`src/rtl/mix_columns_ctrl.sv`:
```
// mix_columns_ctrl
//   Iterative AES MixColumns engine. It captures a 128-bit state, runs one
//   shared 4-byte column datapath over columns 0..3 (one column per cycle),
//   then holds the result until the downstream side takes it.
//
//   Optional build macro: MIXCOL_INV_EN
//     defined   -> port inv exists; inv=1 at accept selects InvMixColumns
//     undefined -> forward MixColumns only, no inv port
//
// Ports
//   clk        sole clock, rising edge
//   rst_n      asynchronous active-low reset
//   in_valid   state_in (and inv) valid
//   in_ready   block can accept a state (IDLE only)
//   state_in   AES state, byte k = state_in[127-8k -: 8], column c = bytes 4c..4c+3
//   inv        1 = inverse transform (MIXCOL_INV_EN only)
//   out_valid  state_out holds a completed result (DONE only)
//   out_ready  downstream accepts state_out
//   state_out  working register, same byte order as state_in
//   busy       high in BUSY or DONE
//
// state | meaning
// ------+-----------------------------------------------------------
// IDLE  | waiting for in_valid; in_ready=1
// BUSY  | transforming column col each cycle, col 0 first
// DONE  | result held on state_out with out_valid=1 until out_ready
module mix_columns_ctrl (
  input  logic         clk,
  input  logic         rst_n,
  input  logic         in_valid,
  output logic         in_ready,
  input  logic [127:0] state_in,
`ifdef MIXCOL_INV_EN
  input  logic         inv,
`endif
  output logic         out_valid,
  input  logic         out_ready,
  output logic [127:0] state_out,
  output logic         busy
);

  localparam logic [1:0] ST_IDLE = 2'd0;
  localparam logic [1:0] ST_BUSY = 2'd1;
  localparam logic [1:0] ST_DONE = 2'd2;

  logic [1:0]   state_q;
  logic [1:0]   col_q;
  logic [127:0] work_q;
  logic [127:0] work_nxt;
  logic [31:0]  col_in;
  logic [31:0]  col_out;
  logic [31:0]  col_fwd;
  logic [7:0]   a0, a1, a2, a3;

  function automatic logic [7:0] mul2(input logic [7:0] b);
    return {b[6:0], 1'b0} ^ (b[7] ? 8'h1b : 8'h00);
  endfunction

  function automatic logic [7:0] mul3(input logic [7:0] b);
    return mul2(b) ^ b;
  endfunction

  always_comb begin
    col_in = work_q[127:96];
    case (col_q)
      2'd0: col_in = work_q[127:96];
      2'd1: col_in = work_q[95:64];
      2'd2: col_in = work_q[63:32];
      2'd3: col_in = work_q[31:0];
      default: col_in = work_q[127:96];
    endcase
  end

  assign a0 = col_in[31:24];
  assign a1 = col_in[23:16];
  assign a2 = col_in[15:8];
  assign a3 = col_in[7:0];

  assign col_fwd = {mul2(a0) ^ mul3(a1) ^ a2 ^ a3,
                    a0 ^ mul2(a1) ^ mul3(a2) ^ a3,
                    a0 ^ a1 ^ mul2(a2) ^ mul3(a3),
                    mul3(a0) ^ a1 ^ a2 ^ mul2(a3)};

`ifdef MIXCOL_INV_EN
  logic         mode_q;
  logic [31:0]  col_inv;
  logic [7:0]   x2 [4];
  logic [7:0]   x4 [4];
  logic [7:0]   x8 [4];
  logic [7:0]   m9 [4];
  logic [7:0]   mb [4];
  logic [7:0]   md [4];
  logic [7:0]   me [4];
  logic [7:0]   ab [4];

  assign ab[0] = a0;
  assign ab[1] = a1;
  assign ab[2] = a2;
  assign ab[3] = a3;

  // 9/B/D/E multiples from a doubling chain so only mul2 blocks are used.
  for (genvar i = 0; i < 4; i++) begin : g_inv_mul
    assign x2[i] = mul2(ab[i]);
    assign x4[i] = mul2(x2[i]);
    assign x8[i] = mul2(x4[i]);
    assign m9[i] = x8[i] ^ ab[i];
    assign mb[i] = x8[i] ^ x2[i] ^ ab[i];
    assign md[i] = x8[i] ^ x4[i] ^ ab[i];
    assign me[i] = x8[i] ^ x4[i] ^ x2[i];
  end

  assign col_inv = {me[0] ^ mb[1] ^ md[2] ^ m9[3],
                    m9[0] ^ me[1] ^ mb[2] ^ md[3],
                    md[0] ^ m9[1] ^ me[2] ^ mb[3],
                    mb[0] ^ md[1] ^ m9[2] ^ me[3]};

  assign col_out = mode_q ? col_inv : col_fwd;

  always_ff @(posedge clk or negedge rst_n) begin
    if (!rst_n) begin
      mode_q <= 1'b0;
    end else if (state_q == ST_IDLE && in_valid) begin
      mode_q <= inv;
    end
  end
`else
  assign col_out = col_fwd;
`endif

  always_comb begin
    work_nxt = work_q;
    case (col_q)
      2'd0: work_nxt[127:96] = col_out;
      2'd1: work_nxt[95:64]  = col_out;
      2'd2: work_nxt[63:32]  = col_out;
      2'd3: work_nxt[31:0]   = col_out;
      default: work_nxt = work_q;
    endcase
  end

  always_ff @(posedge clk or negedge rst_n) begin
    if (!rst_n) begin
      state_q <= ST_IDLE;
      col_q   <= 2'd0;
      work_q  <= 128'h0;
    end else begin
      case (state_q)
        ST_IDLE: begin
          if (in_valid) begin
            work_q  <= state_in;
            col_q   <= 2'd0;
            state_q <= ST_BUSY;
          end
        end
        ST_BUSY: begin
          work_q <= work_nxt;
          col_q  <= col_q + 2'd1;
          if (col_q == 2'd3) begin
            state_q <= ST_DONE;
          end
        end
        ST_DONE: begin
          if (out_ready) begin
            state_q <= ST_IDLE;
          end
        end
        default: begin
          state_q <= ST_IDLE;
        end
      endcase
    end
  end

  assign in_ready  = (state_q == ST_IDLE);
  assign out_valid = (state_q == ST_DONE);
  assign busy      = (state_q == ST_BUSY) || (state_q == ST_DONE);
  assign state_out = work_q;

endmodule

```
`config.mk`:
```
export PLATFORM = sky130hd
export DESIGN_NAME = mix_columns_ctrl
export DESIGN_NICKNAME = d
export VERILOG_FILES = /design/src/rtl/mix_columns_ctrl.sv
export SDC_FILE = /design/constraint.sdc
export NUM_CORES = 1
export LEC_CHECK = 0
export CAP_MARGIN = 20
export CORE_AREA = 4 4 146 148
export CTS_CLUSTER_DIAMETER = 200
export DETAILED_ROUTE_END_ITERATION = 12
export DIE_AREA = 0 0 150 152
export PLACE_DENSITY = 0.87
export SLEW_MARGIN = 20
export SYNTH_ARGS = -nofsm -noshare
export SYNTH_HDL_FRONTEND = slang
export SYNTH_SLANG_ARGS = --single-unit
```
`constraint.sdc`:
```
create_clock -name clk -period 2.6 [get_ports clk]
set_input_delay 0.78 -clock clk [delete_from_list [all_inputs] [get_ports clk]]
set_output_delay 0.78 -clock clk [all_outputs]
set_load 0.02 [all_outputs]
```
==> impl_metrics.prom <==
# TYPE chip_impl_metric gauge
chip_impl_info{name="status",value="finished with violations"} 1
chip_impl_info{name="failing_checks",value="negative setup slack"} 1
chip_impl_info{name="most_crowded_layer_after_global_routing",value="met2"} 1
chip_impl_metric{name="slew_headroom",unit=""} 0.2577
chip_impl_metric{name="critPathBufInv",unit=""} 5
chip_impl_metric{name="first_iter_violations",unit=""} 1797
chip_impl_metric{name="detailroute.via_count",unit=""} 10180
chip_impl_metric{name="final_setup_margin",unit="ns"} -0.5006
chip_impl_metric{name="synth_seq_area_share",unit=""} 0.3915
chip_impl_metric{name="die_height",unit="µm"} 152
chip_impl_metric{name="hold-worst-slack",unit="ns"} 0.2797
chip_impl_metric{name="initial_utilization",unit=""} 0.4210
chip_impl_info{name="cp-end-kind",value="flip-flop"} 1
chip_impl_info{name="critical_path.cell_chain",value="inv_2, ha_4, buf_12, a222oi_1, buf_4, buf_12, xnor3_1, mux2i_2, o211ai_1, a21oi_1, buf_4, o21ai_1"} 1
chip_impl_info{name="unrepaired_setup_endpoints_after_global_routing",value="yes"} 1
chip_impl_info{name="hold_path.class",value="in -> async"} 1
chip_impl_metric{name="final-max-slew-violation-count",unit=""} 0
chip_impl_metric{name="worst-endpoint-required",unit="ns"} 2.91
chip_impl_metric{name="clock_buffer_count_from_cts",unit=""} 17
chip_impl_metric{name="die_area",unit="µm²"} 22800
chip_impl_info{name="start_kind",value="flip-flop"} 1
chip_impl_metric{name="post_route_cells_drive_above_1_share",unit=""} 0.2537
chip_impl_metric{name="fin_nets",unit=""} 1411
chip_impl_metric{name="max_cap_viol_count",unit=""} 0
chip_impl_metric{name="buffer_ports.inserted",unit=""} 262
chip_impl_metric{name="placement_rows",unit=""} 52
chip_impl_metric{name="cts.htree.levels",unit=""} 4
chip_impl_metric{name="drt-vias-per-instance",unit=""} 6.546
chip_impl_metric{name="synthesis_warnings",unit=""} 0
chip_impl_metric{name="syn_area_per_cell",unit="µm²"} 9.101
chip_impl_metric{name="grt_usage",unit=""} 0.3075
chip_impl_metric{name="num_antenna_cells",unit=""} 0
chip_impl_metric{name="routedWlPerCell",unit="µm"} 26.88
chip_impl_metric{name="synthesis.instances",unit=""} 927
chip_impl_metric{name="finalSetupViolations",unit=""} 120
chip_impl_metric{name="hold_buf_cts",unit=""} 0
chip_impl_metric{name="synth.net_count",unit=""} 1066
chip_impl_info{name="path_delay_family",value="compound AO/OA/AOI/OAI gates"} 1
chip_impl_metric{name="timing.critical_path.slowest_cell_delay",unit="ns"} 0.61
chip_impl_metric{name="drt_pass1_iterations",unit=""} 11
chip_impl_metric{name="placement_cell_area",unit="µm²"} 12050
chip_impl_metric{name="crit_arrival",unit="ns"} 3.41
chip_impl_metric{name="cts.reportedPaths.clkPinSlew",unit="ns"} 0.06
chip_impl_metric{name="clock_sink_count",unit=""} 132
chip_impl_info{name="final_common_cell",value="clkdlybuf4s50_1"} 1
chip_impl_metric{name="io_pins",unit=""} 263
chip_impl_info{name="layout.cells.most_common_list",value="259 x clkdlybuf4s50_1, 131 x dfrtp_1, 111 x buf_4"} 1
chip_impl_info{name="critical_path.slowest_cell",value="a222oi_1"} 1
chip_impl_metric{name="use_met1",unit=""} 0.3694
chip_impl_metric{name="synth.ff_latch_count",unit=""} 132
chip_impl_metric{name="timing.final.crit_share",unit=""} 1.193
chip_impl_metric{name="place.gp.congestion",unit=""} 0.9289
chip_impl_metric{name="via_count_of_the_first_global_routing_pass",unit=""} 9944
chip_impl_info{name="worstSetupPathType",value="reg -> reg"} 1
chip_impl_metric{name="core_region_area",unit="µm²"} 20040
chip_impl_metric{name="grt_pass1_wl",unit="µm"} 55220
chip_impl_metric{name="syn_to_final_growth",unit="%"} 65.45
chip_impl_metric{name="dpl.hpwl",unit="µm"} 24340
chip_impl_metric{name="routed_wl",unit="µm"} 41800
chip_impl_metric{name="number_of_antenna_violations_at_the_first_check_in_global_routing",unit=""} 0
chip_impl_metric{name="route.antenna.remaining_nets",unit=""} 0
chip_impl_metric{name="use_met2",unit=""} 0.5054
chip_impl_metric{name="grt.overflow.total",unit=""} 0
chip_impl_metric{name="insertion_delay",unit="ns"} 0.43
chip_impl_metric{name="fp.dieW",unit="µm"} 150
chip_impl_metric{name="period_minus_slack",unit="ns"} 3.101
chip_impl_metric{name="numPlacedInstances",unit=""} 1495
chip_impl_metric{name="fin_area",unit="µm²"} 13960
chip_impl_metric{name="post_layout_nonfiller_instances",unit=""} 1555
chip_impl_metric{name="cp_max_fo",unit=""} 8
chip_impl_metric{name="report.final.hold_viol_count",unit=""} 0
chip_impl_metric{name="fin_worst_skew",unit="ns"} 0.01183
chip_impl_metric{name="synth.distinct_cells",unit=""} 36
chip_impl_metric{name="grt_use_met3",unit=""} 0.06077
chip_impl_info{name="root_buffer_selected_by_cts",value="clkbuf_16"} 1
chip_impl_metric{name="fmax",unit="MHz"} 322.5
chip_impl_metric{name="synthesis.area",unit="µm²"} 8437
chip_impl_metric{name="tightest_slew",unit="ns"} 1.109
chip_impl_metric{name="grt_max_degree",unit=""} 70
chip_impl_metric{name="layout.filler_cells",unit=""} 1282
chip_impl_metric{name="clock_buffer_depth",unit=""} 2
chip_impl_metric{name="drc_errors",unit=""} 0
chip_impl_info{name="tritoncts_clock_tree",value="done"} 1
logic make-up after synthesis:
group,count (synthesis),share of synthesized area
xor gates and xnor gates,162,0.1732
adders and majority gates,7,0.01038
AOI/OAI and AO/OA,320,0.2484
DFF,132,0.3915
muxes,7,0.008305
buffers and inverters,87,0.04523
and+or+nand+nor,212,0.1229
cells in the mapped netlist:
cell | instances | area, µm²
o211a_1 | 7 | 70.07
buf_4 | 1 | 7.510
nor2_1 | 35 | 131.4
a211o_1 | 4 | 35.03
a21oi_1 | 48 | 240.2
o211ai_1 | 6 | 45.04
nor3_1 | 6 | 30.03
ha_1 | 7 | 87.58
clkbuf_1 | 65 | 244.0
a222oi_1 | 32 | 320.3
xor2_2 | 2 | 32.53
o21ai_0 | 148 | 740.7
o21a_1 | 3 | 22.52
nor3_2 | 1 | 10.01
buf_1 | 2 | 7.510
xnor2_1 | 92 | 805.8
and2_1 | 3 | 18.77
a211oi_1 | 9 | 67.56
nor3b_1 | 1 | 7.510
a221o_1 | 44 | 440.4
dfrtp_1 | 132 | 3303
buf_6 | 6 | 67.56
mux2i_1 | 7 | 70.07
nor3b_2 | 1 | 12.51
buf_2 | 5 | 25.02
nand3_1 | 2 | 10.01
and3_1 | 72 | 450.4
nand2_1 | 85 | 319.1
xor2_1 | 66 | 578.1
a21oi_2 | 3 | 26.28
inv_1 | 8 | 30.03
xnor3_1 | 2 | 45.04
nand2b_1 | 4 | 25.02
o21ai_1 | 14 | 70.07
o21ai_2 | 2 | 17.52
and3_4 | 2 | 22.52
worst paths after layout:
path	start	end	slack [ns]	depth (start not counted)
worst max register to register	col_q[0]	state_out[35]	-0.50	12
worst min-delay path	rst_n	state_out[2]	0.28	1
min in group clk	state_out[67]	state_out[67]	0.52	2
max in group asynchronous	rst_n	state_out[122]	1.58	2
worst min register to register	state_out[67]	state_out[67]	0.52	2
worst max-delay path	col_q[0]	state_out[35]	-0.50	12
metal layers:
metal  vias to the layer above  part of all wire  wire length (µm)
met5                         -                 0                 0
met2                      1005              0.46             19400
met3                       337              0.12              5079
met4                         0             0.086              3600
met1                      4788              0.33             13720
li1                       4049                 -                 -
what timing repair did:
| action | in CTS | in global routing |
|---|---|---|
| gates cloned | 1 | 0 |
| setup endpoints to repair | 120 | 129 |
| setup buffers | 18 | 10 |
| pin swaps | 55 | 103 |
| gates resized for setup | 90 | 151 |
| endpoints found under the hold margin | 0 | 0 |
final cells by class:
class,instances,area (µm²),area share
repair buffers,405,3953,0.2832
inverters,8,32.53,0.002331
flip-flops and latches,132,3304,0.2367
clock buffers,21,470.5,0.03370
well taps,270,337.8,0.02420
clock inverters,11,150.1,0.01076
multi-input cells,708,5710,0.4091
through the flow:
stage                 util  setup slack, ns   TNS (ns)
finish              0.6966          -0.5006     -28.42
global route        0.6966          -0.5794     -33.98
CTS                 0.6599         -0.08341     -1.320
detailed placement  0.6015          -0.2245     -10.86
global placement    0.6015          -0.1289     -4.663
floorplan                -       -0.0007789  -0.003116
sequential cells by signal (all words and copies together) (netlist names):
signal	flops
state_q	2
col_q	2
state_out	128
Power is not shown: default switching activity piles up to over one toggle a cycle in this logic, so the estimate is an artifact.
